## config.mk

```make
export PLATFORM = sky130hd
export DESIGN_NAME = qsys_serial_endpoint
export DESIGN_NICKNAME = d
export VERILOG_FILES = /design/src/rtl/qsys_serial_endpoint.sv
export SDC_FILE = /design/constraint.sdc
export NUM_CORES = 1
export LEC_CHECK = 0
export CAP_MARGIN = 20
export CORE_AREA = 2 2 88 90
export DETAILED_ROUTE_END_ITERATION = 16
export DIE_AREA = 0 0 90 92
export PLACE_DENSITY = 0.85
export SYNTH_ARGS = -nofsm -noshare
export SYNTH_HDL_FRONTEND = slang
export SYNTH_SLANG_ARGS = --single-unit
```

## constraint.sdc

```tcl
create_clock -name csi_MCLK_clk -period 4.73 [get_ports csi_MCLK_clk]
set_input_delay 1.419 -clock csi_MCLK_clk [delete_from_list [all_inputs] [get_ports csi_MCLK_clk]]
set_output_delay 1.419 -clock csi_MCLK_clk [all_outputs]
set_load 0.01 [all_outputs]
```

## src/rtl/qsys_serial_endpoint.sv

```systemverilog
// qsys_serial_endpoint
//   Serial-to-Avalon-MM bridge. A 64-bit command frame shifted in on sdi
//   (framed by sle, MSB first) is turned into one local-bus read or write;
//   the 64-bit response frame is then shifted out on sdo, with srdy marking
//   the cycle that carries bit 63.
//
//   Command frame : [63] write flag, [62:40] ignored, [32+ADDR_W-1:32] address,
//                   [31:0] write data.
//   Response frame: [63] error flag, address field echoed, [31:0] read data
//                   (read) or echoed write data (write), all other bits 0.
//
//   Ports
//     csi_MCLK_clk        clock, rising edge
//     rsi_MRST_reset_n    asynchronous active-low reset
//     sdi / sle           serial command data / frame enable
//     sdo / srdy          serial response data / response-ready strobe
//     avm_m0_*            Avalon-MM master (address, write, read, writedata,
//                         readdata, waitrequest)
//
//   Build option
//     QSYS_ENDPOINT_TIMEOUT_EN : when defined, an access stalled by
//     waitrequest for TIMEOUT cycles is abandoned and answered with the
//     error flag set and data 32'hDEADBEEF. When undefined, ACCESS waits
//     indefinitely and TIMEOUT has no effect.

module qsys_serial_endpoint #(
  parameter int unsigned ADDR_W  = 8,
  parameter int unsigned TIMEOUT = 255
) (
  input  logic              csi_MCLK_clk,
  input  logic              rsi_MRST_reset_n,
  input  logic              sdi,
  input  logic              sle,
  output logic              sdo,
  output logic              srdy,
  output logic [ADDR_W-1:0] avm_m0_address,
  output logic              avm_m0_write,
  output logic              avm_m0_read,
  output logic [31:0]       avm_m0_writedata,
  input  logic [31:0]       avm_m0_readdata,
  input  logic              avm_m0_waitrequest
);

  typedef enum logic [2:0] {
    IDLE,
    SHIFT_IN,
    ACCESS,
    RESP,
    SHIFT_OUT
  } state_e;

  state_e      state_q, state_d;
  logic [5:0]  cnt_q, cnt_d;
  // One register holds the command while shifting in and during the access,
  // and is reloaded with the response frame when the access completes.
  logic [63:0] shreg_q, shreg_d;
  logic [63:0] resp;
  logic        acc_done;
  logic        acc_err;

`ifdef QSYS_ENDPOINT_TIMEOUT_EN
  // Counts stalled ACCESS cycles 0..TIMEOUT-1; the TIMEOUT-th stall aborts.
  localparam int unsigned TMO_W = (TIMEOUT < 2) ? 1 : $clog2(TIMEOUT);

  logic [TMO_W-1:0] tmo_q, tmo_d;
  logic             tmo_hit;

  always_comb begin
    tmo_d   = '0;
    tmo_hit = 1'b0;
    if (state_q == ACCESS && avm_m0_waitrequest) begin
      if (tmo_q == TMO_W'(TIMEOUT - 1)) begin
        tmo_hit = 1'b1;
      end else begin
        tmo_d = tmo_q + TMO_W'(1);
      end
    end
  end

  always_ff @(posedge csi_MCLK_clk or negedge rsi_MRST_reset_n) begin
    if (!rsi_MRST_reset_n) begin
      tmo_q <= '0;
    end else begin
      tmo_q <= tmo_d;
    end
  end
`else
  logic unused_timeout;
  assign unused_timeout = (TIMEOUT != 0);
`endif

  // State and datapath registers
  always_ff @(posedge csi_MCLK_clk or negedge rsi_MRST_reset_n) begin
    if (!rsi_MRST_reset_n) begin
      state_q <= IDLE;
      cnt_q   <= '0;
      shreg_q <= '0;
    end else begin
      state_q <= state_d;
      cnt_q   <= cnt_d;
      shreg_q <= shreg_d;
    end
  end

  // Next-state and datapath update
  always_comb begin
    state_d  = state_q;
    cnt_d    = cnt_q;
    shreg_d  = shreg_q;
    acc_done = 1'b0;
    acc_err  = 1'b0;
    resp     = '0;
    unique case (state_q)
      IDLE: begin
        if (sle) begin
          shreg_d = {63'd0, sdi};
          cnt_d   = 6'd1;
          state_d = SHIFT_IN;
        end
      end
      SHIFT_IN: begin
        if (!sle) begin
          cnt_d   = '0;
          state_d = IDLE;
        end else begin
          shreg_d = {shreg_q[62:0], sdi};
          if (cnt_q == 6'd63) begin
            cnt_d   = '0;
            state_d = ACCESS;
          end else begin
            cnt_d = cnt_q + 6'd1;
          end
        end
      end
      ACCESS: begin
`ifdef QSYS_ENDPOINT_TIMEOUT_EN
        acc_err = tmo_hit;
`endif
        acc_done               = !avm_m0_waitrequest || acc_err;
        resp[63]               = acc_err;
        resp[32 +: ADDR_W]     = shreg_q[32 +: ADDR_W];
        if (acc_err) begin
          resp[31:0] = 32'hDEADBEEF;
        end else if (shreg_q[63]) begin
          resp[31:0] = shreg_q[31:0];
        end else begin
          resp[31:0] = avm_m0_readdata;
        end
        if (acc_done) begin
          shreg_d = resp;
          state_d = RESP;
        end
      end
      RESP: begin
        shreg_d = {shreg_q[62:0], 1'b0};
        cnt_d   = '0;
        state_d = SHIFT_OUT;
      end
      SHIFT_OUT: begin
        shreg_d = {shreg_q[62:0], 1'b0};
        if (cnt_q == 6'd62) begin
          cnt_d   = '0;
          state_d = IDLE;
        end else begin
          cnt_d = cnt_q + 6'd1;
        end
      end
      default: begin
        state_d = IDLE;
      end
    endcase
  end

  // Outputs
  always_comb begin
    avm_m0_read  = 1'b0;
    avm_m0_write = 1'b0;
    srdy         = 1'b0;
    sdo          = 1'b0;
    unique case (state_q)
      ACCESS: begin
        avm_m0_write = shreg_q[63];
        avm_m0_read  = !shreg_q[63];
      end
      RESP: begin
        srdy = 1'b1;
        sdo  = shreg_q[63];
      end
      SHIFT_OUT: begin
        sdo = shreg_q[63];
      end
      default: begin
      end
    endcase
  end

  assign avm_m0_address   = shreg_q[32 +: ADDR_W];
  assign avm_m0_writedata = shreg_q[31:0];

endmodule

```

==> impl_metrics.yaml <==
job:
  max-cap-violations: 0
routing:
  top_layer: "met4"
  vias: 3093
  first_pass_iters: 7
  wl_met2_um: 4200
  remaining_drc_errors: 0
  met3_length_um: 437
  met1_length_um: 4110
  routed_wl_um: 8870
  wl_per_cell_um: 17.0
  drt_iter0_drc: 209
  drt.antenna.violating_nets: 0
  drt-vias-per-instance: 5.94
clock_network:
  cts_setup_buffers: 0
  cts_tree: "yes"
  clock-sinks: 73
  cts.clk_slew.worst_paths_ps: 100
  h-tree-depth: 3
  insertion_delay_ps: 360
  cts_buffers: 9
  cts.path.max_buffers: 2
  cts_resized: 0
  hold_buffers: 0
  clockRootBuffer: "clkbuf_8"
timing:
  worstMarginPinSlew_ps: 929
  setup-violations-final: 0
  finalSetupTns_ps: 0
  rsz0062_at_grt: "false"
  hold_viol_final: 0
  layout_min_cycle_time_ps: 4090
  fin_skew_ps: 23.8
  drv_slew: 0
  layout_setup_ws_ps: 640
  max_slew_margin_pct: 38.0
  post-route-period-util_pct: 86.5
  max_freq_mhz: 244
cells_and_area:
  area_growth_pct: 17.4
  fill_cells: 635
  mostFrequentLayoutCell: "clkdlybuf4s50_1"
  mostFrequentLayoutCells: "clkdlybuf4s50_1, dfrtp_1, o21ai_0"
  final_util_pct: 63.3
  layoutNonFillerInstCount: 521
  diodes: 0
  nets: 453
  postLayoutCellArea_sq_mm: 0.00472
  drive_gt1_share_pct: 11.0
worst_hold_path:
  holdCritPathClass: "reg -> reg"
  min-delay-start: "shreg_q[56]"
place:
  post-place-ws_ps: 1070
  numPortBuffers: 80
  post_dp_cell_area_sq_mm: 0.00453
  post-dp-hpwl_um: 5910
  gp_congestion: 0.831
  place_inst: 505
grt:
  grt_pass1_vias: 2963
  grt_first_pass_wirelength_um: 15000
  antenna_found_initial: 0
  grt_max_degree: 56
  gr-total-overflow: 0
  track_usage_pct: 22.4
synthesis:
  syn_avg_cell_area_sq_um: 10.5
  yosysWarnings: 0
  yosysSeqAreaShare_pct: 45.5
  synth_cell_types: 47
  synth_edf_count: 0
  synthCells: 383
  synth_area_sq_mm: 0.00402
  synthArstFlopShare_pct: 100
  synth_ff_type: "dfrtp_1"
  syn_nets: 422
  ys_ff_latch: 73
power_and_ir_drop:
  p_sw_share_pct: 27.1
  power.share.clock_pct: 38.3
  peakVddDrop_v: 0.000139
  p_comb_share_pct: 8.8
  power.internal_mw: 0.880
  leakage_nw: 2.01
  power.switching_mw: 0.327
  p_seq_share_pct: 52.9
  power_density_mw_per_mm2: 256
floorplanning:
  pin_count: 81
  initial_core_util_pct: 53.9
  num_rows: 32
  die_h_um: 92
  core_sq_mm: 0.00745
  die_width_um: 90
  dieArea_sq_mm: 0.00828
critical_path:
  startpoint: "state_q[2]"
  cp_top_family: "simple AND/OR/NAND/NOR gates"
  path_buf_inv: 1
  cpMaxStageDelayCell: "nor2b_1"
  endpoint_kind: "output pin"
  worst-setup-path-type: "reg -> out"
  ff2ff_setup_slack_ps: 2080
  crit_required_ps: 3310
  crit_fanout: 23
  cp_cell_sequence: "nor2b_1, nand2_1, a21boi_0, clkdlybuf4s50_1"
  reg2reg_from: "state_q[2]"
  max_stage_delay_ps: 690
  cp-start-kind: "flop"
  arrival_ps: 2670
run_status:
  status: "finished, final reports clean"
routing by layer:
layer | track usage, % | vias up
met5 | 0 | -
met4 | 6.79 | 0
met3 | 4.60 | 14
met2 | 35.5 | 105
met1 | 31.5 | 1545
li1 | - | 1429
cell usage after synthesis, types with 2 or more instances:
cell	number	share of area [%]
clkbuf_2	2	0.25
mux2_1	19	5.3
ha_1	2	0.62
a21oi_1	4	0.50
or2_2	2	0.31
nand3_1	3	0.37
inv_1	7	0.65
mux2_2	2	0.56
a21boi_0	2	0.37
clkbuf_1	12	1.1
a22oi_1	8	1.5
o22ai_1	7	1.1
buf_4	47	8.8
buf_6	3	0.84
a221o_1	2	0.50
nor2_1	6	0.56
nor2b_1	5	0.78
a22o_1	32	7.0
o21ai_1	5	0.62
a2111oi_0	2	0.44
nand2_1	39	3.6
a221oi_1	15	3.3
dfrtp_1	73	45
mux2_4	10	3.7
o21ba_2	2	0.50
o21ai_0	49	6.1
o211ai_1	3	0.56
cell families (layout without fill, tap and decap cells):
logic type,after synthesis,after routing,synth area share [%]
AO/OA/AOI/OAI,138,138,24.3
adder cells (fa/ha/maj),2,2,0.623
buffers and inverters,73,109,11.9
flip-flops,73,73,45.5
multiplexers,32,32,9.87
AND/OR/NAND/NOR,65,65,7.91
power groups by stage:
stage               Combinational, mW  Sequential (mW)  Clock (mW)
global route                    0.117            0.640       0.492
finish                          0.106            0.639       0.462
global placement                0.106            0.651           0
CTS                             0.108            0.639       0.471
floorplan                      0.0566            0.648           0
detailed placement              0.107            0.651           0
final timing paths:
check                              end  cells after the start
max                                sdo                      4
min                        shreg_q[57]                      2
max reg2reg                 shreg_q[4]                      5
min reg2reg                shreg_q[57]                      2
max in group asynchronous  shreg_q[56]                      2
min in group asynchronous  shreg_q[35]                      1
flip-flops by register name, indices dropped and copies added (netlist names):
name     flops
shreg_q     64
cnt_q        6
state_q      3
worst reg2reg max path: stages, from the launching register on:
cell and delay [ps]:
dfrtp_1 820, inv_1 200, nor2_2 750, nor3_4 60, buf_4 310, mux2_1 380
area by class of cell:
| cell class | instances | area, sq um | share of cell area, % |
|---|---|---|---|
| inverters | 8 | 30.0 | 0.637 |
| well taps | 102 | 128 | 2.71 |
| repair buffers | 85 | 833 | 17.7 |
| multi-input cells | 237 | 1710 | 36.3 |
| clock inverters | 7 | 60.1 | 1.27 |
| clock buffers | 9 | 124 | 2.63 |
| flip-flops and latches | 73 | 1830 | 38.7 |
stage by stage:
| step | hold slack [ps] | power, mW |
|---|---|---|
| after CTS | 515 | 1.22 |
| final | 518 | 1.21 |
| after global routing | 538 | 1.25 |
| after floorplan | 474 | 0.704 |
| after global placement | 489 | 0.757 |
| after detailed placement | 497 | 0.759 |
No activity file was read; power rests on OpenSTA's default activity.
